**src/rtl/vga_timing_core.sv**
```systemverilog
// vga_timing_core: pixel-rate divider, h/v coordinate counters and registered
// colour/sync outputs with a fixed one-pixel latency behind the coordinate.
module vga_timing_core #(
   parameter int H_ACTIVE  = 640,
   parameter int H_FP      = 16,
   parameter int H_SYNC    = 96,
   parameter int H_BP      = 48,
   parameter int V_ACTIVE  = 480,
   parameter int V_FP      = 10,
   parameter int V_SYNC    = 2,
   parameter int V_BP      = 33,
   parameter bit HSYNC_POL = 1'b0,
   parameter bit VSYNC_POL = 1'b0,
   parameter int CLK_DIV   = 2,
   parameter int COLOR_W   = 4,
   parameter int CNT_W     = 11
) (
   input  logic               iclock,
   input  logic               ireset,
   input  logic               ienable,
   input  logic [COLOR_W-1:0] ipixel_r,
   input  logic [COLOR_W-1:0] ipixel_g,
   input  logic [COLOR_W-1:0] ipixel_b,
   output logic [CNT_W-1:0]   ohcount,
   output logic [CNT_W-1:0]   ovcount,
   output logic               oactive,
   output logic               oline_start,
   output logic               oframe_start,
   output logic [COLOR_W-1:0] ovga_r,
   output logic [COLOR_W-1:0] ovga_g,
   output logic [COLOR_W-1:0] ovga_b,
   output logic               ohsync,
   output logic               ovsync
);
   localparam int H_TOTAL  = H_ACTIVE + H_FP + H_SYNC + H_BP;
   localparam int V_TOTAL  = V_ACTIVE + V_FP + V_SYNC + V_BP;
   localparam int HS_START = H_ACTIVE + H_FP;
   localparam int VS_START = V_ACTIVE + V_FP;
   logic [3:0] div;
   logic       tick, h_last, v_last, hs_region, vs_region;
   assign tick      = ienable && (div == 4'(CLK_DIV - 1));
   assign h_last    = ohcount == CNT_W'(H_TOTAL - 1);
   assign v_last    = ovcount == CNT_W'(V_TOTAL - 1);
   assign oactive   = (ohcount < CNT_W'(H_ACTIVE)) && (ovcount < CNT_W'(V_ACTIVE));
   assign hs_region = (ohcount >= CNT_W'(HS_START)) && (ohcount < CNT_W'(HS_START + H_SYNC));
   assign vs_region = (ovcount >= CNT_W'(VS_START)) && (ovcount < CNT_W'(VS_START + V_SYNC));
   // Counters reset to the last pixel so the first tick lands on (0,0) with both strobes.
   always_ff @(posedge iclock or posedge ireset) begin
      if (ireset) begin
         div          <= '0;
         ohcount      <= CNT_W'(H_TOTAL - 1);
         ovcount      <= CNT_W'(V_TOTAL - 1);
         ovga_r       <= '0;
         ovga_g       <= '0;
         ovga_b       <= '0;
         ohsync       <= ~HSYNC_POL;
         ovsync       <= ~VSYNC_POL;
         oline_start  <= 1'b0;
         oframe_start <= 1'b0;
      end else begin
         oline_start  <= tick && h_last;
         oframe_start <= tick && h_last && v_last;
         if (ienable) div <= tick ? '0 : div + 4'd1;
         if (tick) begin
            ohcount <= h_last ? '0 : ohcount + CNT_W'(1);
            if (h_last) ovcount <= v_last ? '0 : ovcount + CNT_W'(1);
            ovga_r  <= oactive ? ipixel_r : '0;
            ovga_g  <= oactive ? ipixel_g : '0;
            ovga_b  <= oactive ? ipixel_b : '0;
            ohsync  <= hs_region ? HSYNC_POL : ~HSYNC_POL;
            ovsync  <= vs_region ? VSYNC_POL : ~VSYNC_POL;
         end
      end
   end
endmodule

```
**config.mk**
```make
export PLATFORM = sky130hd
export DESIGN_NAME = vga_timing_core
export DESIGN_NICKNAME = d
export VERILOG_FILES = /design/src/rtl/vga_timing_core.sv
export SDC_FILE = /design/constraint.sdc
export NUM_CORES = 1
export LEC_CHECK = 0
export ABC_AREA = 1
export CAP_MARGIN = 10
export CORE_MARGIN = 10
export CORE_UTILIZATION = 40
export DETAILED_ROUTE_END_ITERATION = 8
export DONT_BUFFER_PORTS = 1
export PLACE_DENSITY = 0.52
export SLEW_MARGIN = 20
export SYNTH_ARGS = -nofsm -noshare
export SYNTH_HDL_FRONTEND = slang
export SYNTH_SLANG_ARGS = --single-unit
```
**constraint.sdc**
```tcl
create_clock -name iclock -period 1.71 [get_ports iclock]
set_input_delay 0.2565 -clock iclock [delete_from_list [all_inputs] [get_ports iclock]]
set_output_delay 0.2565 -clock iclock [all_outputs]
set_load 0.05 [all_outputs]
```
**Yosys cells after proc, flatten, opt, wreduce, memory -nomap -nowiden**

Index checks and enable logic that the tools add are counted.

- $add $sub $neg: 3
- Order comparisons: 6
- Eq/ne operators: 3
- Muxes and demuxes: 8
- Reductions and logical operators: 7

Operator list:

| operator | number |
|---|---|
| adder 11 x 1 -> 11 bit (second input constant) | 2 |
| == test 11 x 10 -> 1 bit (second input constant) | 2 |
| less-than comparator 11 x 10 -> 1 bit (second input constant) | 2 |
| less-than comparator 11 x 9 -> 1 bit (second input constant) | 2 |
| 2-to-1 mux 11 bit | 2 |
| 2-to-1 mux 4 bit | 4 |
| greater-or-equal comparator 11 x 10 -> 1 bit (second input constant) | 1 |
| greater-or-equal comparator 11 x 9 -> 1 bit (second input constant) | 1 |
| logical AND 1 bit | 6 |
| adder 4 x 1 -> 4 bit (second input constant) | 1 |
| == test 4 x 1 -> 1 bit (second input constant) | 1 |
| 2-to-1 mux 1 bit | 2 |
| AND reduction 2 bit | 1 |

- Flip-flop bits (word level): 42
- Bits of input ports: 15
- Output and inout port bits: 39
- Logic and storage cells: 37

**Longest topological paths before layout**

Gate-level depths: netlist of run 1.

- Depth after elaboration: 4
- Mapped depth: 9
- Depth with buffers taken out: 9

**Least setup slack after synthesis of run 1**

Ideal clock, no wire load.

- Kind: reg2out
- Start point: reg ovcount[6]
- End point: out oactive
- Data arrival time: 1592 ps
- Data required time: 1454 ps
- Setup slack: -139 ps
- Cell stages (with the launch flop): 7
- Buffers on the path: 1
- Cells stage by stage: dfrtp_1 -> nand2_1 -> nor2_2 -> a21oi_1 -> nand3_1 -> buf_2 -> inv_1

- Cells in the longest elaborated chain, start to end: 2

Ends and longest elaborated chain:

| what | line | RTL |
|---|---|---|
| from (decl) | 25 | `output logic [CNT_W-1:0] ovcount,` |
| from (signal assigned) | 52 | `ovcount <= CNT_W'(V_TOTAL - 1);` |
| from (signal assigned) | 66 | `if (h_last) ovcount <= v_last ? '0 : ovcount + CNT_W'(1);` |
| less-than comparator 11 x 9 -> 1 bit | 44 | `assign oactive = (ohcount < CNT_W'(H_ACTIVE)) && (ovcount < CNT_W'(V_ACTIVE));` |
| logical AND 1 bit | 44 |  |
| to (decl) | 26 | `output logic oactive,` |

Every way passes these cells.

**Final worst setup path of run 1**

- Start point: reg ohcount[9]
- End point: out oactive

- Cells in the longest elaborated chain, start to end: 2

Ends and longest elaborated chain:

| what | line | RTL |
|---|---|---|
| from (decl) | 24 | `output logic [CNT_W-1:0] ohcount,` |
| from (signal assigned) | 51 | `ohcount <= CNT_W'(H_TOTAL - 1);` |
| from (signal assigned) | 65 | `ohcount <= h_last ? '0 : ohcount + CNT_W'(1);` |
| less-than comparator 11 x 10 -> 1 bit | 44 |  |
| logical AND 1 bit | 44 |  |

Every way passes these cells.

==> results of run 1 <==
## metrics by stage
step / total power, µW / TNS (ns) / cell area [µm²] / worst slack (ns)
2_1_floorplan: 2785 / -0.01293 / 2316 / -0.01293
3_3_place_gp: 3082 / 0 / 2591 / 0.09584
3_5_place_dp: 3112 / 0 / 2591 / 0.05218
4_1_cts: 3856 / 0 / 2750 / 0.009377
5_1_grt: 4081 / -0.03130 / 2794 / -0.02591
6_report: 3818 / 0 / 2794 / 0.05072
## critical path, delay by kind of cell (launching register included)
kind	cells	cell delay (ns)
flip-flops	1	0.55
AO/OA/AOI/OAI	1	0.08
buffers and inverters	3	0.30
AND/OR/NAND/NOR	2	0.19
## worst max-delay path by stage
stage | start | end | slack (ns)
2_1_floorplan | ohcount[9] | oactive | -0.01
3_3_place_gp | ohcount[0] | ohcount[5] | 0.1
3_5_place_dp | div[1] | ovga_b[3] | 0.05
4_1_cts | ohcount[9] | oactive | 0.009
5_1_grt | ohcount[9] | oactive | -0.03
6_report | ohcount[9] | oactive | 0.05
## cells in the mapped netlist, types with 2 or more instances
cell | number | area [µm²]
nor2_2 | 3 | 18.77
xor2_1 | 6 | 52.55
inv_1 | 25 | 93.84
nand3b_1 | 2 | 15.01
nand3_1 | 29 | 145.1
dfstp_2 | 12 | 315.3
a21oi_1 | 6 | 30.03
buf_2 | 3 | 15.01
nor2_1 | 23 | 86.33
nor3_1 | 4 | 20.02
nor4_1 | 2 | 12.51
ha_1 | 5 | 62.56
buf_4 | 2 | 15.01
buf_6 | 2 | 22.52
o21ai_0 | 18 | 90.09
nor2_4 | 2 | 22.52
nand4_1 | 6 | 37.54
dfrtp_1 | 30 | 750.7
nand2_2 | 2 | 12.51
nand2_1 | 92 | 345.3
## logic make-up (layout without fill, tap and decap cells)
logic type	Yosys count	after routing	synth area share
AOI/OAI and AO/OA	30	30	0.07077
xor gates and xnor gates	7	7	0.02688
adders and majority gates	5	5	0.02743
buffers and inverters	34	74	0.06746
DFF	42	42	0.4674
and+or+nand+nor	170	171	0.3401
## timing repair
action | in CTS | in global routing
endpoints found under the hold margin | 30 | 0
gates cloned | 0 | 1
pin swaps | 3 | 8
resized for setup | 6 | 9
hold buffers | 1 | 0
setup endpoints to repair | 1 | 30
buffers inserted | 4 | 2
## registers in the layout, indices dropped and copies added (netlist names), 4 cells and up
| register | cells |
|---|---|
| ovga_g | 4 |
| ohcount | 11 |
| div | 4 |
| ovcount | 11 |
| ovga_b | 4 |
| ovga_r | 4 |
## final cells by class
type,instances,area [µm²]
Tap cell,72,90.09
Clock buffer,5,68.82
Fill cell,562,2713
Timing Repair Buffer,40,317.8
Sequential cell,42,1076
Multi-Input combinational cell,213,1111
Clock inverter,3,28.78
Inverter,26,101.3
## power breakdown
part	internal, µW	switching (µW)	total, µW
Sequential	1290	769	2060
Clock	306	396	702
Combinational	370	682	1050
## per-layer routing
metal  GRT usage  vias to the layer above  part of all wire
met5           0                        -                 0
met4     0.03686                        0            0.0085
met3     0.05420                        4             0.093
met2      0.2028                       65              0.44
met1      0.1800                      923              0.46
li1            -                     1019                 -
==> flow_metrics.tcl, run 1 <==
set metrics [dict create \
    yosysSeqAreaShare 0.4674 \
    ant_nets 0 \
    rsz0062_at_grt "yes" \
    async_reset_ff_frac 1.000 \
    cp_max_fo 2 \
    cap_violations 0 \
    cpPeakStageDelay_ns 0.55 \
    crit_chain "inv_2 -> nor2_4 -> a21oi_2 -> nand3_2 -> clkinvlp_4 -> buf_8" \
    gp_congestion 0.8248 \
    cts_made_buffers 5 \
    core_area_um2 5507 \
    status "finished clean" \
    detail_route.wl_per_cell_um 14.93 \
    end_kind "primary output" \
    clock-sinks 42 \
    setup_violations 0 \
    power.density_nw_per_um2 1366 \
    ir_drop_mv 1.028 \
    hold_viol 0 \
    layout_common_cells "nand2_1, buf_4, nand3_1" \
    grt_max_degree 43 \
    fin_crit_ns 1.659 \
    arrival_ns 1.40 \
    route.detailed.drc 0 \
    cts_tree "yes" \
    die_x_um 95.52 \
    worst_r2r_startpoint "ohcount[0]" \
    fp-row-count 27 \
    syn_inst 288 \
    clkLatencyLatePin_ns 0.30 \
    r2r_cells 7 \
    vias 2011 \
    avgViaCountPerCell 5.015 \
    ys_warn_count 0 \
    insertedDiodeCount 0 \
    initial_utilization 0.4142 \
    placed_cells 385 \
    period_share 0.9703 \
    fmax_mhz 602.7 \
    crit_slowest_cell "dfstp_2" \
    port-buffer-count 0 \
    holdCritPathClass "in -> reg" \
    leakage_uw 0.001326 \
    syn-cell-area_um2 2281 \
    area_delta_synth_final_pct 22.49 \
    required_ns 1.45 \
    grt_overflow 0 \
    crit_type "reg -> out" \
    grt_antenna_before_repair 0 \
    post-route-util 0.5074 \
    worst_slew_pin_slew_ns 0.5411 \
    whs_path_depth 1 \
    avgSynthCellArea_um2 7.920 \
    ys_seq_elements 42 \
    nets 348 \
    firstDrtPassIters 4 \
    r2r-end "ovcount[10]" \
    syn_nets 308 \
    max_slew_margin 0.6392 \
    cts.path.max_buffers 2 \
    hpwl_um 4412 \
    finalNonFillerCells 401 \
    yosysUniqueCellTypes 34 \
    clkTransAtPathRegs_ns 0.10 \
    dominantRegCellSynth "dfrtp_1" \
    layout_commonest_cell "nand2_1" \
    skew_ns 0.008601 \
    io_pins 54 \
    routed_wl_um 5987 \
    track_usage 0.1365 \
    min_to "div[0]" \
    synth_edf_count 0 \
    critPathLaunchType "flip-flop" \
    min_from "ienable" \
    layout-drive-gt1-share 0.2675 \
    die_h_um 95.52 \
    r2r_slack_ns 0.10 \
    grt_pass1_wl_um 9942 \
    die_area_um2 9123 \
    cts_max_level 2 \
    slew_violations 0 \
    fin_hold_ws_ns 0.03677 \
    drtIter0Drc 93 \
    grt_pass1_vias 1976 \
    clock_tree.root_cell "clkbuf_8" \
]
(Power assumes the default switching activity.)
==> run 2: changes to the inputs <==
--- a/config.mk
+++ b/config.mk
@@ -11,7 +11,6 @@
 export CORE_UTILIZATION = 40
 export DETAILED_ROUTE_END_ITERATION = 8
 export DONT_BUFFER_PORTS = 1
-export PLACE_DENSITY = 0.52
 export SLEW_MARGIN = 20
 export SYNTH_ARGS = -nofsm -noshare
 export SYNTH_HDL_FRONTEND = slang
==> run 2 against run 1 <==
Net effect:
- clock-buffer cell count did not move
- combinational power about the same
- via count grew 0.45%
- sequential share of layout area decreased by 1.1 points
- non-clock buffer count up 3
- first-iteration DRC count fell by 37%
- maximum frequency is essentially flat
- cell count rose by 1.0%
- register-to-register slack gained 0.02 ns
- worst hold slack worse by 0.0039 ns
- clock power rose by 16%
- sequential cell count unchanged
==> flow_metrics.tcl, run 2 (synthesis results as in run 1) <==
set metrics [dict create \
    period_share 0.9712 \
    fmax_mhz 602.1 \
    route.detailed.drc 0 \
    avgViaCountPerCell 4.988 \
    grt_max_degree 43 \
    placed_cells 384 \
    cts_max_level 2 \
    die_area_um2 9123 \
    required_ns 1.45 \
    initial_utilization 0.4142 \
    cts_made_buffers 5 \
    grt_antenna_before_repair 0 \
    holdCritPathClass "in -> reg" \
    firstDrtPassIters 4 \
    status "finished clean" \
    reg.largest.list "ohcount x11, ovcount x11" \
    grt_overflow 0 \
    nets 352 \
    arrival_ns 1.40 \
    vias 2020 \
    core_area_um2 5507 \
    layout-drive-gt1-share 0.2763 \
    cpPeakStageDelay_ns 0.55 \
    swShare 0.4639 \
    insertedDiodeCount 0 \
    io_pins 54 \
    hold_viol 0 \
    pwr-share-comb 0.274 \
    regArea_um2 1076 \
    clkTransAtPathRegs_ns 0.09 \
    power.density_nw_per_um2 1372 \
    grt_pass1_wl_um 9425 \
    gp_congestion 0.7762 \
    finalNonFillerCells 405 \
    post-route-util 0.5228 \
    skew_ns 0.006844 \
    cp_max_fo 2 \
    clock-sinks 42 \
    grt_pass1_vias 1990 \
    slew_violations 0 \
    drtIter0Drc 59 \
    p_seq_frac 0.519 \
    finalPower_uw 3949 \
    hpwl_um 4184 \
    worst_slew_pin_slew_ns 0.5276 \
    cts.path.max_buffers 2 \
    port-buffer-count 0 \
    fp-row-count 27 \
    pwr-share-clk 0.206 \
    rsz0062_at_grt "yes" \
    routed_wl_um 5953 \
    clkLatencyLatePin_ns 0.30 \
    ir_drop_mv 0.9585 \
    crit_type "reg -> out" \
    clock_tree.root_cell "clkbuf_8" \
    layout_common_cells "nand2_1, buf_4, dfrtp_1" \
    crit_chain "inv_2 -> nor2_4 -> a21oi_2 -> nand3_2 -> clkinvlp_4 -> buf_8" \
    fillers 510 \
    critPathLaunchType "flip-flop" \
    area_delta_synth_final_pct 26.22 \
    crit_buf_inv 3 \
    leakage_uw 0.001355 \
    layout_commonest_cell "nand2_1" \
    crit_slowest_cell "dfstp_2" \
    crit_family "flip-flops" \
    p_sw_uw 1832 \
    setup_violations 0 \
    die_h_um 95.52 \
    ant_nets 0 \
    multiInputGateArea_um2 1149 \
    track_usage 0.1290 \
    die_x_um 95.52 \
    intPower_uw 2117 \
    fin_crit_ns 1.661 \
    detail_route.wl_per_cell_um 14.70 \
    end_kind "primary output" \
    cts_tree "yes" \
    max_slew_margin 0.6482 \
    cap_violations 0 \
]
run 2: per-layer routing:
metal | GRT usage | part of all wire | vias up
met2 | 0.2045 | 0.45 | 70
met1 | 0.1484 | 0.42 | 917
met4 | 0.04545 | 0.014 | 0
met5 | 0 | 0 | -
li1 | - | - | 1024
met3 | 0.06363 | 0.11 | 9
run 2: final timing paths:
kind                                 start         end  slack, ns  depth (start not counted)
worst min register to register  ohcount[8]  ohcount[8]       0.51                          2
min in group asynchronous           ireset   ovga_b[2]       0.52                          3
worst max register to register  ohcount[9]  ovcount[3]       0.12                          7
worst min-delay path               ienable      div[0]       0.03                          1
worst max-delay path            ohcount[9]     oactive       0.05                          6
max in group asynchronous           ireset  ovcount[7]       0.79                          3
run 2: power by group through the flow:
stage / registers [µW] / clock network [µW] / logic [µW]
final: 2050 / 815 / 1080
after global routing: 2100 / 871 / 1210
after CTS: 2060 / 832 / 1060
after detailed placement: 2070 / 0 / 1020
after global placement: 2070 / 0 / 1010
after floorplan: 2250 / 0 / 531
run 2: cell type report:
class / instances / share of cell area
repair buffers: 43 / 0.1213
well taps: 72 / 0.03129
multi-input cells: 214 / 0.3990
inverters: 26 / 0.03520
clock inverters: 3 / 0.01565
clock buffers: 5 / 0.02390
flip-flops and latches: 42 / 0.3738
run 2: through the flow:
stage / instance area (µm²) / setup WS (ns) / hold WS, ns / TNS (ns)
finish: 2879 / 0.04921 / 0.03292 / 0
global route: 2879 / -0.01155 / 0.02658 / -0.02938
CTS: 2751 / -0.001738 / 0.02388 / -0.001738
detailed placement: 2584 / 0.05332 / 0.3173 / 0
global placement: 2584 / 0.1262 / 0.3124 / 0
floorplan: 2316 / -0.01293 / 0.4107 / -0.01293
run 2: what timing repair did:
item / CTS / global route
endpoints found under the hold margin: 30 / 0
gates cloned: 0 / 2
setup endpoints to repair: 1 / 27
pin swaps: 3 / 10
hold buffers: 1 / 0
setup buffers: 3 / 7
gates resized for setup: 6 / 10
